## config.mk

```make
export PLATFORM = sky130hd
export DESIGN_NAME = pixel_serializer_flat
export DESIGN_NICKNAME = d
export VERILOG_FILES = /design/src/rtl/pixel_serializer_pkg.sv /design/src/rtl/pixel_serializer_if.sv /design/src/rtl/pixel_serializer_coord.sv /design/src/rtl/pixel_serializer.sv /design/src/flat_wrapper.sv
export SDC_FILE = /design/constraint.sdc
export NUM_CORES = 1
export LEC_CHECK = 0
export ABC_AREA = 1
export BUFFER_PORTS_ARGS = -buffer_cell sky130_fd_sc_hd__buf_2
export CORE_MARGIN = 2
export CORE_UTILIZATION = 50
export CTS_CLUSTER_SIZE = 12
export DETAILED_ROUTE_END_ITERATION = 16
export GPL_TIMING_DRIVEN = 0
export MAX_ROUTING_LAYER = met4
export PLACE_DENSITY_LB_ADDON = 0.08
export SYNTH_ARGS = -nofsm -noshare
export SYNTH_HDL_FRONTEND = slang
export SYNTH_HIERARCHICAL = 1
export SYNTH_SLANG_ARGS = --single-unit
```

## constraint.sdc

```tcl
create_clock -name clk -period 7.5 [get_ports clk]
set_input_delay 0.75 -clock clk [delete_from_list [all_inputs] [get_ports clk]]
set_output_delay 0.75 -clock clk [all_outputs]
set_load 0.05 [all_outputs]
```

## src/rtl/pixel_serializer_pkg.sv

```systemverilog
// Shared PPU constants and types for the pixel serializer slice.
package pixel_serializer_pkg;

    localparam int PIXEL_W         = 8;
    localparam int GROUP_PIXELS    = 8;
    localparam int GROUP_W         = PIXEL_W * GROUP_PIXELS;
    localparam int COORD_W         = 8;
    localparam int DEF_LINE_PIXELS = 256;
    localparam int DEF_FRAME_LINES = 240;
    localparam int CNT_W           = $clog2(GROUP_PIXELS + 1);

    typedef logic [PIXEL_W-1:0] pixel_t;
    typedef logic [GROUP_W-1:0] group_t;
    typedef logic [COORD_W-1:0] coord_t;
    typedef logic [CNT_W-1:0]   cnt_t;

endpackage

```

## src/rtl/pixel_serializer_if.sv

```systemverilog
// Group input and pixel output handshakes of the serializer; master is the serializer side.
interface pixel_serializer_if;
    import pixel_serializer_pkg::*;

    logic   group_valid;
    group_t group_data;
    logic   group_ready;
    logic   pix_valid;
    pixel_t pix_data;
    coord_t pix_x;
    coord_t pix_y;
    logic   pix_ready;
    logic   line_done;
    logic   frame_done;

    modport master (
        input  group_valid, group_data, pix_ready,
        output group_ready, pix_valid, pix_data, pix_x, pix_y, line_done, frame_done
    );

    modport slave (
        output group_valid, group_data, pix_ready,
        input  group_ready, pix_valid, pix_data, pix_x, pix_y, line_done, frame_done
    );

endinterface

```

## src/rtl/pixel_serializer_coord.sv

```systemverilog
// Scan position counters: column/row with wrap and end-of-line/end-of-frame pulses.
module pixel_coord_counter
    import pixel_serializer_pkg::*;
#(
    parameter int LINE_PIXELS = DEF_LINE_PIXELS,
    parameter int FRAME_LINES = DEF_FRAME_LINES
) (
    input  logic   clk,
    input  logic   rst,
    input  logic   clear,
    input  logic   advance,
    output coord_t x,
    output coord_t y,
    output logic   line_done,
    output logic   frame_done
);

    logic last_col;
    logic last_row;

    assign last_col   = (x == coord_t'(LINE_PIXELS - 1));
    assign last_row   = (y == coord_t'(FRAME_LINES - 1));
    assign line_done  = advance && last_col;
    assign frame_done = line_done && last_row;

    // NOTE: state registers use non-blocking assignments so every flop samples pre-edge values.
    always_ff @(posedge clk) begin
        if (rst || clear) begin
            x <= '0;
            y <= '0;
        end else if (advance) begin
            if (last_col) begin
                x <= '0;
                y <= last_row ? '0 : y + coord_t'(1);
            end else begin
                x <= x + coord_t'(1);
            end
        end
    end

endmodule

```

## src/rtl/pixel_serializer.sv

```systemverilog
// Serializes 8-pixel groups (byte 7 first) into a pixel stream with scan coordinates.
module pixel_serializer
    import pixel_serializer_pkg::*;
#(
    parameter int LINE_PIXELS = DEF_LINE_PIXELS,
    parameter int FRAME_LINES = DEF_FRAME_LINES
) (
    input logic clk,
    input logic rst,
    input logic sof,
    pixel_serializer_if.master bus
);

    localparam cnt_t FULL_CNT = cnt_t'(GROUP_PIXELS);

    group_t shift_data;
    group_t hold_data;
    cnt_t   shift_cnt;
    logic   hold_full;

    logic pix_fire;
    logic group_fire;
    logic last_out;
    logic shift_free;
    logic advance;

    assign bus.pix_valid   = (shift_cnt != '0);
    assign bus.pix_data    = bus.pix_valid ? shift_data[GROUP_W-1 -: PIXEL_W] : '0;
    assign bus.group_ready = !hold_full && !sof && !rst;

    assign pix_fire   = bus.pix_valid && bus.pix_ready;
    assign group_fire = bus.group_valid && bus.group_ready;
    assign last_out   = pix_fire && (shift_cnt == cnt_t'(1));
    // SHIFT can take new content when it is empty or drains its final pixel this cycle.
    assign shift_free = (shift_cnt == '0) || last_out;
    // A pixel leaving in a sof cycle is part of the discarded frame.
    assign advance    = pix_fire && !sof && !rst;

    always_ff @(posedge clk) begin
        if (rst || sof) begin
            shift_cnt <= '0;
            hold_full <= 1'b0;
        end else if (shift_free) begin
            if (hold_full) begin
                shift_cnt <= FULL_CNT;
                hold_full <= 1'b0;
            end else if (group_fire) begin
                shift_cnt <= FULL_CNT;
            end else if (pix_fire) begin
                shift_cnt <= '0;
            end
        end else begin
            if (pix_fire)
                shift_cnt <= shift_cnt - cnt_t'(1);
            if (group_fire)
                hold_full <= 1'b1;
        end
    end

    // NOTE: data registers carry no reset; shift_cnt/hold_full qualify them and pix_data is gated.
    always_ff @(posedge clk) begin
        if (shift_free) begin
            if (hold_full)
                shift_data <= hold_data;
            else if (group_fire)
                shift_data <= bus.group_data;
            else if (pix_fire)
                shift_data <= shift_data << PIXEL_W;
        end else if (pix_fire) begin
            shift_data <= shift_data << PIXEL_W;
        end
        if (!shift_free && group_fire)
            hold_data <= bus.group_data;
    end

    pixel_coord_counter #(
        .LINE_PIXELS (LINE_PIXELS),
        .FRAME_LINES (FRAME_LINES)
    ) u_coord (
        .clk        (clk),
        .rst        (rst),
        .clear      (sof),
        .advance    (advance),
        .x          (bus.pix_x),
        .y          (bus.pix_y),
        .line_done  (bus.line_done),
        .frame_done (bus.frame_done)
    );

endmodule

```

## src/flat_wrapper.sv

```systemverilog
// flat-port wrapper written by rule: the top's interface ports become plain ports
module pixel_serializer_flat import pixel_serializer_pkg::*;
#(
    parameter int LINE_PIXELS = DEF_LINE_PIXELS,
    parameter int FRAME_LINES = DEF_FRAME_LINES
)
  (clk, rst, sof, bus_group_valid, bus_group_data, bus_pix_ready, bus_group_ready, bus_pix_valid, bus_pix_data, bus_pix_x, bus_pix_y, bus_line_done, bus_frame_done);
  pixel_serializer_if bus_i ();
  input logic clk;
  input logic rst;
  input logic sof;
  input wire logic [$bits(bus_i.group_valid)-1:0] bus_group_valid;
  input wire logic [$bits(bus_i.group_data)-1:0] bus_group_data;
  input wire logic [$bits(bus_i.pix_ready)-1:0] bus_pix_ready;
  output wire logic [$bits(bus_i.group_ready)-1:0] bus_group_ready;
  output wire logic [$bits(bus_i.pix_valid)-1:0] bus_pix_valid;
  output wire logic [$bits(bus_i.pix_data)-1:0] bus_pix_data;
  output wire logic [$bits(bus_i.pix_x)-1:0] bus_pix_x;
  output wire logic [$bits(bus_i.pix_y)-1:0] bus_pix_y;
  output wire logic [$bits(bus_i.line_done)-1:0] bus_line_done;
  output wire logic [$bits(bus_i.frame_done)-1:0] bus_frame_done;
  assign bus_i.group_valid = bus_group_valid;
  assign bus_i.group_data = bus_group_data;
  assign bus_i.pix_ready = bus_pix_ready;
  assign bus_group_ready = bus_i.group_ready;
  assign bus_pix_valid = bus_i.pix_valid;
  assign bus_pix_data = bus_i.pix_data;
  assign bus_pix_x = bus_i.pix_x;
  assign bus_pix_y = bus_i.pix_y;
  assign bus_line_done = bus_i.line_done;
  assign bus_frame_done = bus_i.frame_done;
  pixel_serializer #(.LINE_PIXELS(LINE_PIXELS), .FRAME_LINES(FRAME_LINES)) u_core (.clk(clk), .rst(rst), .sof(sof), .bus(bus_i));
endmodule
```

==> flow_metrics.tcl <==
set metrics [dict create \
    status "completed" \
    die_outline_height_um 123.3 \
    groute.layer.met2.usage 0.3705 \
    mapped_area_sq_mm 0.007118 \
    setup.worst_path.start "u_core/shift_cnt[0]" \
    cells_along_the_critical_path "inv_1 -> ha_1 -> nand2_4 -> nand2_4 -> buf_6 -> buf_6 -> nor2_1 -> nand2_2 -> nor2_4 -> nand2_4 -> nor4_1 -> buf_2" \
    final_nets 1013 \
    drc_violations 0 \
    clkLatencyLatePin_ns 0.42 \
    seq_power_share 0.463 \
    post_cts.resized_instances 0 \
    wire_length_of_the_first_global_routing_pass_mm 25.51 \
    antenna-diode-count 0 \
    area_delta_synth_final_pct 18.83 \
    fmax_mhz 267.3 \
    cp-start-kind "flop" \
    sw_frac_of_total 0.2660 \
    antenna_found_initial 0 \
    synthesis.nets 897 \
    worst_slew_margin_rel 0.3910 \
    path_buf_inv 4 \
    route.detailed.wl_per_inst_um 13.76 \
    finalSetupTns_ns 0 \
    arrival_ns 2.99 \
    post_cts.repair.setup_buffers 0 \
    drt_first_pass_iters 5 \
    clk_pin_slew_ns 0.06 \
    vias 5609 \
    fin_total_pwr_mw 2.273 \
    cts_root_buf "sky130_fd_sc_hd__clkbuf_16" \
    initial_utilization 0.5128 \
    worst_clock_skew_ns 0.01045 \
    grt-ovfl-total 0 \
    crit_path_max_incr_delay_ns 0.37 \
    use_met3 0.05074 \
    worst_setup_path_end_kind "primary output" \
    totalWireLength_mm 15.59 \
    final_period_minus_worst_setup_slack_ns 3.741 \
    fraction_of_final_layout_cells_sized_beyond_drive_strength_1 0.2466 \
    setup_viol_count_final 0 \
    pwr-share-comb 0.153 \
    seqCellArea_sq_mm 0.003623 \
    grt_start_max_net_pins 34 \
    crit_path_frequent_cell "sky130_fd_sc_hd__nand2_4" \
    synth_top_area_frac 0.2700 \
    ant_nets 0 \
    core_region_area_sq_mm 0.01388 \
    leakagePower_nw 3.857 \
    async_reset_ff_frac 0 \
    gr-max-usage-layer "met2" \
    synthFlopType "sky130_fd_sc_hd__dfxtp_1" \
    r2r_start "u_core/shift_cnt[0]" \
    power.clock.fraction 0.383 \
    synth-warning-count 6 \
    ioPinCount 97 \
    post_synth.cell_area_avg_sq_um 8.638 \
    hp-start "u_core/shift_data[28]" \
    detailedPlacementHpwl_mm 11.27 \
    final.period_utilization 0.4988 \
    cts_max_path_buffers 2 \
    netsw_mw 0.6047 \
    die_width_um 123.3 \
    tightestPinTransition_ns 0.9114 \
    power.ir.vdd_worst_mv 0.1704 \
    grt_pass1_vias 5423 \
    multi_input_gate_area_in_the_final_layout_sq_mm 0.003012 \
    post_synth_main_area_contributors "sky130_fd_sc_hd__edfxtp_1 (27%), sky130_fd_sc_hd__dfxtp_1 (24%), sky130_fd_sc_hd__nand2_1 (19%)" \
    hold_violations 0 \
    cts_tree "yes" \
    grtUsageMet1 0.2743 \
    viasPerCell 4.951 \
    power.internal_mw 1.668 \
    number_of_drc_violations_after_detailed_routing_iteration_0 344 \
    synth_area_leader "sky130_fd_sc_hd__edfxtp_1" \
    grt.total_usage 0.2235 \
    clkSinkCount 149 \
    drv.max_cap_violation_count 0 \
    drv_slew 0 \
    cell_at_the_slowest_stage_of_the_critical_path "sky130_fd_sc_hd__dfxtp_1" \
    ys_types 37 \
    worst_setup_path_class "flop to primary output" \
    fp.dieArea_sq_mm 0.01521 \
    clock_tree.htree_level_count 4 \
    timing.critical_path.max_delay_family "simple AND/OR/NAND/NOR gates" \
    cts-buffers-inserted 17 \
    grt_setup_unrepaired "no" \
    n_fill_cell 1190 \
    p_per_area_mw_per_mm2 268.8 \
    worstHoldPathType "flop to flop" \
    crit_path_max_fanout 10 \
    cts_hold_buf 0 \
    ys_seq_elements 149 \
    io_buffers 96 \
    core_rows 43 \
    gp_congestion 0.8941 \
    data_required_time_of_the_critical_path_ns 6.75 \
    yosysSeqAreaShare 0.5091 \
    synth-edff-count 64 \
    netlist_instances 824 \
]
==> kinds of logic (layout without fill, tap and decap cells) <==
group,count (synthesis),in the layout,synth area share
adders and majority gates,4,4,0.007031
AOI/OAI and AO/OA,89,89,0.1204
xor gates and xnor gates,4,4,0.004923
and+or+nand+nor,482,482,0.2897
buffers and inverters,96,225,0.06890
DFF,149,149,0.5091
==> layout by cell type, fill, tap and decap left out, types with 9 or more instances in the layout <==
master                      instances
sky130_fd_sc_hd__o211ai_2          50
sky130_fd_sc_hd__nor2_1            39
sky130_fd_sc_hd__clkbuf_1           9
sky130_fd_sc_hd__dfxtp_1           85
sky130_fd_sc_hd__edfxtp_1          64
sky130_fd_sc_hd__or2_1             40
sky130_fd_sc_hd__buf_2            108
sky130_fd_sc_hd__nand3_1           19
sky130_fd_sc_hd__nand2_1          360
sky130_fd_sc_hd__inv_1             50
sky130_fd_sc_hd__clkbuf_16         17
sky130_fd_sc_hd__o21ai_0           12
==> metrics by stage <==
step | utilization | std cells | instance area [sq um] | worst slack, ns | hold WS (ns)
after global placement | 0.5636 | 1100 | 7824 | 1.580 | 0.4812
after floorplan | - | 824 | 7118 | 3.127 | 0.4633
after global routing | 0.6093 | 1133 | 8458 | 3.505 | 0.4994
after detailed placement | 0.5656 | 1101 | 7851 | 4.138 | 0.4855
after CTS | 0.6093 | 1133 | 8458 | 3.737 | 0.5000
final | 0.6093 | 1133 | 8458 | 3.759 | 0.4963
==> sequential cells by signal (all words and copies together) (netlist names) <==
name / count
u_core/u_coord/x: 8
u_core/u_coord/y: 8
u_core/shift_cnt: 4
u_core/shift_data: 64
u_core/hold_full: 1
u_core/hold_data: 64
==> worst reg2reg max path, stage by stage, from the launching register on <==
cell and delay, ns:
sky130_fd_sc_hd__dfxtp_1 0.37, sky130_fd_sc_hd__inv_1 0.10, sky130_fd_sc_hd__ha_1 0.26, sky130_fd_sc_hd__nand2_4 0.14
sky130_fd_sc_hd__nand2_4 0.10, sky130_fd_sc_hd__clkbuf_1 0.26, sky130_fd_sc_hd__nor2_4 0.76, sky130_fd_sc_hd__buf_12 0.31
==> final timing paths <==
kind                      endpoint  slack, ns  depth (start not counted)
min          u_core/shift_data[28]       0.50                          2
max                 bus_frame_done       3.76                         12
max reg2reg   u_core/hold_data[43]       4.87                          7
min reg2reg  u_core/shift_data[28]       0.50                          2
==> synth_stat cells, types with 8 or more instances <==
| library cell | count |
|---|---|
| sky130_fd_sc_hd__dfxtp_1 | 85 |
| sky130_fd_sc_hd__buf_4 | 8 |
| sky130_fd_sc_hd__o21ai_0 | 12 |
| sky130_fd_sc_hd__buf_2 | 12 |
| sky130_fd_sc_hd__nand3_1 | 19 |
| sky130_fd_sc_hd__clkbuf_1 | 8 |
| sky130_fd_sc_hd__o211ai_2 | 50 |
| sky130_fd_sc_hd__edfxtp_1 | 64 |
| sky130_fd_sc_hd__or2_1 | 40 |
| sky130_fd_sc_hd__nor2_1 | 40 |
| sky130_fd_sc_hd__nand2_1 | 360 |
| sky130_fd_sc_hd__inv_1 | 50 |
| sky130_fd_sc_hd__o22ai_1 | 8 |
==> area by class of cell <==
cell class	count	area share
plain buffers	40	0.03284
well taps	180	0.02663
clock inverters	14	0.02101
flip-flops and latches	149	0.4284
multi-input cells	579	0.3561
inverters	56	0.02515
clock buffers	18	0.05074
repair buffers	97	0.05917
==> routing by layer <==
metal	routed length (um)	part of all wire
met3	628	0.040
met2	7631	0.49
met4	195	0.013
met5	0	0
met1	7137	0.46
==> power by group through the flow <==
stage	clock, mW	sequential (mW)	combinational (mW)
2_1_floorplan	0	1.05	0.271
3_3_place_gp	0	1.07	0.335
3_5_place_dp	0	1.07	0.347
4_1_cts	0.885	1.05	0.351
5_1_grt	0.923	1.07	0.391
6_report	0.871	1.05	0.349
(Power assumes the default switching activity.)
